`config.mk`:
```
export PLATFORM = sky130hd
export DESIGN_NAME = pc_fetch_gen
export DESIGN_NICKNAME = d
export VERILOG_FILES = /design/src/rtl/pc_fetch_gen.sv
export SDC_FILE = /design/constraint.sdc
export NUM_CORES = 1
export LEC_CHECK = 0
export CORE_MARGIN = 10
export CORE_UTILIZATION = 35
export DETAILED_ROUTE_END_ITERATION = 10
export PLACE_DENSITY = 0.65
export SYNTH_ARGS = -nofsm -noshare
export SYNTH_HDL_FRONTEND = slang
export SYNTH_SLANG_ARGS = --single-unit
```
`constraint.sdc`:
```
create_clock -name clk -period 4.05 [get_ports clk]
set_clock_uncertainty 0.1 [all_clocks]
set_input_delay 0.405 -clock clk [delete_from_list [all_inputs] [get_ports clk]]
set_output_delay 0.405 -clock clk [all_outputs]
set_load 0.1 [all_outputs]
```
`src/rtl/pc_fetch_gen.sv`:
```
// Purpose : fetch-PC generator with prioritised trap/branch redirects and an imem valid/ready request.
// Latency : one cycle from redirect or acceptance to the new pc_o.
// Backpres: an unaccepted request holds pc_o/req_valid_o stable; redirects seen meanwhile are buffered.
//
// Ports:
//   clk, rst                      clock, synchronous active-high reset
//   en_i, stall_i                 core running / pipeline stall (act only after a presented request is accepted)
//   trap_valid_i, trap_addr_i     trap redirect (highest priority)
//   branch_valid_i, branch_addr_i branch/jump redirect
//   req_ready_i, req_valid_o      imem request handshake; pc_o is the request address
//   ce_o                          fetch chip enable (any state but IDLE)
//   misalign_o, misalign_addr_o   pulse when a misaligned target was aligned down, plus the original target
module pc_fetch_gen #(
  parameter int unsigned        ADDR_W      = 32,
  parameter logic [ADDR_W-1:0]  START_ADDR  = 32'h0000_0000,
  parameter logic [ADDR_W-1:0]  END_ADDR    = 32'h0000_FFFC,
  parameter int unsigned        FETCH_BYTES = 4,
  parameter int unsigned        ALIGN_BYTES = 4
) (
  input  logic              clk,
  input  logic              rst,
  input  logic              en_i,
  input  logic              stall_i,
  input  logic              trap_valid_i,
  input  logic [ADDR_W-1:0] trap_addr_i,
  input  logic              branch_valid_i,
  input  logic [ADDR_W-1:0] branch_addr_i,
  input  logic              req_ready_i,
  output logic              req_valid_o,
  output logic [ADDR_W-1:0] pc_o,
  output logic              ce_o,
  output logic              misalign_o,
  output logic [ADDR_W-1:0] misalign_addr_o
);

  localparam logic [ADDR_W-1:0] ALIGN_MASK = ADDR_W'(ALIGN_BYTES - 1);
  localparam logic [ADDR_W-1:0] FETCH_INC  = ADDR_W'(FETCH_BYTES);

  typedef enum logic [1:0] {
    IDLE  = 2'd0,
    ISSUE = 2'd1,
    HOLD  = 2'd2
  } state_t;

  state_t state;

  // Redirect that arrived while the current request was still waiting for ready.
  logic              pend_vld;
  logic              pend_trap;
  logic [ADDR_W-1:0] pend_addr;

  logic              redir_vld;
  logic              redir_trap;
  logic [ADDR_W-1:0] redir_addr;
  logic              redir_misaligned;
  logic              blocked;
  logic              accepted;
  logic [ADDR_W-1:0] seq_pc;

  // Merge order: incoming trap, pending trap, incoming branch, pending branch.
  // A pending trap must beat a fresh branch, otherwise a branch resolving in
  // the shadow of a blocked trap would overwrite it.
  always_comb begin
    redir_vld  = 1'b1;
    redir_trap = 1'b0;
    redir_addr = '0;
    if (trap_valid_i) begin
      redir_trap = 1'b1;
      redir_addr = trap_addr_i;
    end else if (pend_vld && pend_trap) begin
      redir_trap = 1'b1;
      redir_addr = pend_addr;
    end else if (branch_valid_i) begin
      redir_addr = branch_addr_i;
    end else if (pend_vld) begin
      redir_addr = pend_addr;
    end else begin
      redir_vld = 1'b0;
    end
  end

  assign blocked          = (state == ISSUE) && !req_ready_i;
  assign accepted         = (state == ISSUE) && req_ready_i;
  assign redir_misaligned = |(redir_addr & ALIGN_MASK);
  // Wrap is a >= compare so a redirect that landed beyond the window
  // falls back to START_ADDR on its first sequential step.
  assign seq_pc           = (pc_o >= END_ADDR) ? START_ADDR : pc_o + FETCH_INC;

  always_ff @(posedge clk) begin
    if (rst) begin
      state           <= IDLE;
      req_valid_o     <= 1'b0;
      ce_o            <= 1'b0;
      pc_o            <= START_ADDR;
      pend_vld        <= 1'b0;
      pend_trap       <= 1'b0;
      pend_addr       <= '0;
      misalign_o      <= 1'b0;
      misalign_addr_o <= '0;
    end else begin
      misalign_o <= 1'b0;

      // PC / pending-redirect update
      if (blocked) begin
        // Address must stay stable while presented; park the redirect.
        if (redir_vld) begin
          pend_vld  <= 1'b1;
          pend_trap <= redir_trap;
          pend_addr <= redir_addr;
        end
      end else if (redir_vld) begin
        pc_o     <= redir_addr & ~ALIGN_MASK;
        pend_vld <= 1'b0;
        if (redir_misaligned) begin
          misalign_o      <= 1'b1;
          misalign_addr_o <= redir_addr;
        end
      end else if (accepted) begin
        pc_o <= seq_pc;
      end

      // Request FSM; outputs registered alongside the state
      case (state)
        IDLE: begin
          if (en_i) begin
            state       <= stall_i ? HOLD : ISSUE;
            req_valid_o <= !stall_i;
            ce_o        <= 1'b1;
          end
        end
        ISSUE: begin
          if (req_ready_i) begin
            if (!en_i) begin
              state       <= IDLE;
              req_valid_o <= 1'b0;
              ce_o        <= 1'b0;
            end else if (stall_i) begin
              state       <= HOLD;
              req_valid_o <= 1'b0;
              ce_o        <= 1'b1;
            end
          end
        end
        HOLD: begin
          if (!en_i) begin
            state       <= IDLE;
            req_valid_o <= 1'b0;
            ce_o        <= 1'b0;
          end else if (!stall_i) begin
            state       <= ISSUE;
            req_valid_o <= 1'b1;
            ce_o        <= 1'b1;
          end
        end
        default: begin
          state       <= IDLE;
          req_valid_o <= 1'b0;
          ce_o        <= 1'b0;
        end
      endcase
    end
  end

endmodule

```
==> impl_metrics.env <==
export IMPL_row_count=41
export IMPL_netlist_area_leader_share_pct=43.8
export IMPL_setup_violations=0
export IMPL_outcome="finished clean"
export IMPL_synth_async_reset_ratio_pct=0
export IMPL_clk_transition_reported_paths_ns=0.06
export IMPL_grt_start_max_net_pins=96
export IMPL_drt_initial_drc_count=1038
export IMPL_synth_seq_area_share_pct=43.8
export IMPL_port_buffer_count=135
export IMPL_slew_headroom_pct=26.5
export IMPL_powerDensity_nw_per_um2=469
export IMPL_net_count_of_the_finished_layout=678
export IMPL_finalHoldViolCount=0
export IMPL_antenna_cells=0
export IMPL_mostFrequentLayoutCell="sky130_fd_sc_hd__clkdlybuf4s50_1"
export IMPL_leading_post_synthesis_cells_by_cell_area="sky130_fd_sc_hd__dfxtp_1 44%, sky130_fd_sc_hd__a222oi_1 6.9%, sky130_fd_sc_hd__a211oi_1 6.0%"
export IMPL_overall_via_count_from_detail_route=4652
export IMPL_insertion_delay_to_the_later_sink_of_the_worst_skew_pair_ns=0.34
export IMPL_multi_input_comb_area_um2=2330
export IMPL_type_of_destination_of_the_critical_path="flop"
export IMPL_wl_um=16500
export IMPL_design_area_um2=6320
export IMPL_floorplan_initialDensity_pct=36.1
export IMPL_timing_worst_slew_pin_value_ns=1.10
export IMPL_cp_required_ns=4.20
export IMPL_via_per_inst=5.98
export IMPL_ir_worst_vdd_v=0.000272
export IMPL_clock_sinks=101
export IMPL_antenna_found_initial=0
export IMPL_synth_edf_count=0
export IMPL_regToRegStartpoint="state[1]$_SDFFE_PP0P_"
export IMPL_ff_latch_area_um2=2020
export IMPL_setup_total_negative_slack_ns=0
export IMPL_dr_pass1_iters=7
export IMPL_grt_first_pass_wirelength_um=25700
export IMPL_fillers=1195
export IMPL_post_synthesis_cell_type_count=49
export IMPL_cts_htree_levels=3
export IMPL_grt_usage_pct=17.6
export IMPL_ys_warn_count=0
export IMPL_period_share_pct=69.9
export IMPL_io_pins=138
export IMPL_die_w_um=135
export IMPL_flip_flop_and_latch_count_after_synthesis=101
export IMPL_fp_coreArea_um2=12800
export IMPL_synth_cells=496
export IMPL_layout_common_cells="134 x sky130_fd_sc_hd__clkdlybuf4s50_1, 101 x sky130_fd_sc_hd__dfxtp_1, 58 x sky130_fd_sc_hd__nor2_1"
export IMPL_post_synth_instance_area_um2=4610
export IMPL_layout_area_overhead_vs_synth_pct=37.1
export IMPL_rsz0062_at_grt="no"
export IMPL_yosysTopAreaCell="sky130_fd_sc_hd__dfxtp_1"
export IMPL_period_needed_ns=2.83
export IMPL_post_route_drc_count=0
export IMPL_cts_setup_buffers=0
export IMPL_cts_repair_resize_count=0
export IMPL_crit_arrival_ns=2.98
export IMPL_max_cap_viol_count=0
export IMPL_place_hpwl_um=12100
export IMPL_holdCritPathClass="flop to flop"
export IMPL_via_count_of_the_first_global_routing_pass=4548
export IMPL_maxSlewViolCount=0
export IMPL_clock_tree_root_cell="sky130_fd_sc_hd__clkbuf_16"
export IMPL_die_area_um2=18200
export IMPL_grt_ovfl_total=0
export IMPL_cts_hold_buf=0
export IMPL_critPathMaxFanout=64
export IMPL_hp_start="misalign_addr_o[0]$_SDFFE_PP0P_"
export IMPL_drive_above_1_share_pct=10.7
export IMPL_cts_tree="built"
export IMPL_setup_worst_path_start="trap_valid_i"
export IMPL_dpl_instance_area_um2=6030
export IMPL_worst_setup_path_class="input port to flop"
export IMPL_most_common_flop_cell_mapped_by_yosys="sky130_fd_sc_hd__dfxtp_1"
export IMPL_p_leak_uw=0.00212
export IMPL_die_y_um=135
export IMPL_cts_inserted_buffers=9
export IMPL_critical_path_startpoint_type="input port"
export IMPL_route_detailed_wl_per_inst_um=21.2
export IMPL_clock_path_buffers=2
export IMPL_clock_fmax_mhz=353
export IMPL_post_synth_cell_area_avg_um2=9.30
export IMPL_drtAntennaViolNets=0
export IMPL_gp_congestion=0.878
[state kept, by name, indices dropped and copies added, names as in the netlist]
signal	flops
pend_trap	1
state	2
pc_o	30
ce_o	1
misalign_o	1
misalign_addr_o	32
req_valid_o	1
pend_vld	1
pend_addr	32
[layout make-up]
type,count,share of cell area (%)
multi-input combinational,333,36.8
clock buffer,11,3.84
clock inverter,4,0.772
inverter,12,0.712
tap,172,3.40
sequential,101,32.0
timing repair buffer,145,22.5
[synthesized netlist by cell type (4+ instances only)]
cell type and count:
sky130_fd_sc_hd__nor2_1 58, sky130_fd_sc_hd__nand2_1 18, sky130_fd_sc_hd__a21o_1 6, sky130_fd_sc_hd__a2bb2oi_1 6, sky130_fd_sc_hd__buf_2 13, sky130_fd_sc_hd__o21ai_0 10, sky130_fd_sc_hd__nand4_1 8, sky130_fd_sc_hd__inv_1 12
sky130_fd_sc_hd__dfxtp_1 101, sky130_fd_sc_hd__a21oi_1 13, sky130_fd_sc_hd__o32ai_1 6, sky130_fd_sc_hd__or2_2 4, sky130_fd_sc_hd__a31o_2 28, sky130_fd_sc_hd__a2111oi_0 30, sky130_fd_sc_hd__mux2i_1 4, sky130_fd_sc_hd__nor4_1 6
sky130_fd_sc_hd__a222oi_1 32, sky130_fd_sc_hd__a211oi_1 37, sky130_fd_sc_hd__ha_1 5, sky130_fd_sc_hd__clkbuf_1 32, sky130_fd_sc_hd__nand3_1 13
[where the power goes]
| group | switching (µW) | total [µW] | leakage, µW | internal, µW |
|---|---|---|---|---|
| Combinational | 679 | 959 | 0.00114 | 280 |
| Sequential | 68.4 | 1150 | 0.000826 | 1080 |
| Clock | 368 | 860 | 0.000145 | 492 |
| Total | 1120 | 2960 | 0.00212 | 1850 |
[per-stage QoR]
step                setup slack, ns  total power, µW  hold WS (ns)  std cells  util, %
floorplan                      1.45             1840         0.374        497        -
global placement               1.01             2110         0.361        763     47.2
detailed placement            0.905             2120         0.373        763     47.2
CTS                            1.25             2980         0.389        778     49.5
global route                  0.984             3080         0.413        778     49.5
finish                         1.22             2960         0.382        778     49.5
[path summary, 6_finish.rpt]
path	endpoint	slack, ns	depth (start not counted)
setup reg to reg	pend_addr[16]$_SDFFE_PP0P_	1.46	6
setup / recovery	pend_addr[16]$_SDFFE_PP0P_	1.22	6
hold / removal	misalign_addr_o[0]$_SDFFE_PP0P_	0.38	2
hold reg to reg	misalign_addr_o[0]$_SDFFE_PP0P_	0.38	2
[routing by layer]
layer	vias up	track usage, %	wire [µm]
met5	-	0	0
met4	0	4.84	209
met3	19	7.12	1890
met2	258	25.8	7460
met1	2187	23.3	6920
li1	2188	-	-
[worst max-delay path, cell delays in order]
cell	delay (ns)
sky130_fd_sc_hd__clkdlybuf4s50_1	0.67
sky130_fd_sc_hd__buf_4	0.38
sky130_fd_sc_hd__or3_4	0.26
sky130_fd_sc_hd__and2_2	0.90
sky130_fd_sc_hd__nor2_1	0.08
sky130_fd_sc_hd__a211oi_1	0.26
[cell families (layout without fill, tap and decap cells)]
kind of cell,Yosys count,after routing,synth area share [%]
AOI/OAI and AO/OA,198,198,35.3
and+or+nand+nor,123,123,12.4
DFF,101,101,43.8
buffers and inverters,63,172,5.97
adders and majority gates,5,5,1.36
muxes,4,4,0.868
other,1,2,0.0813
xor gates and xnor gates,1,1,0.190
Note: power is estimated with default switching activity, not from simulation.
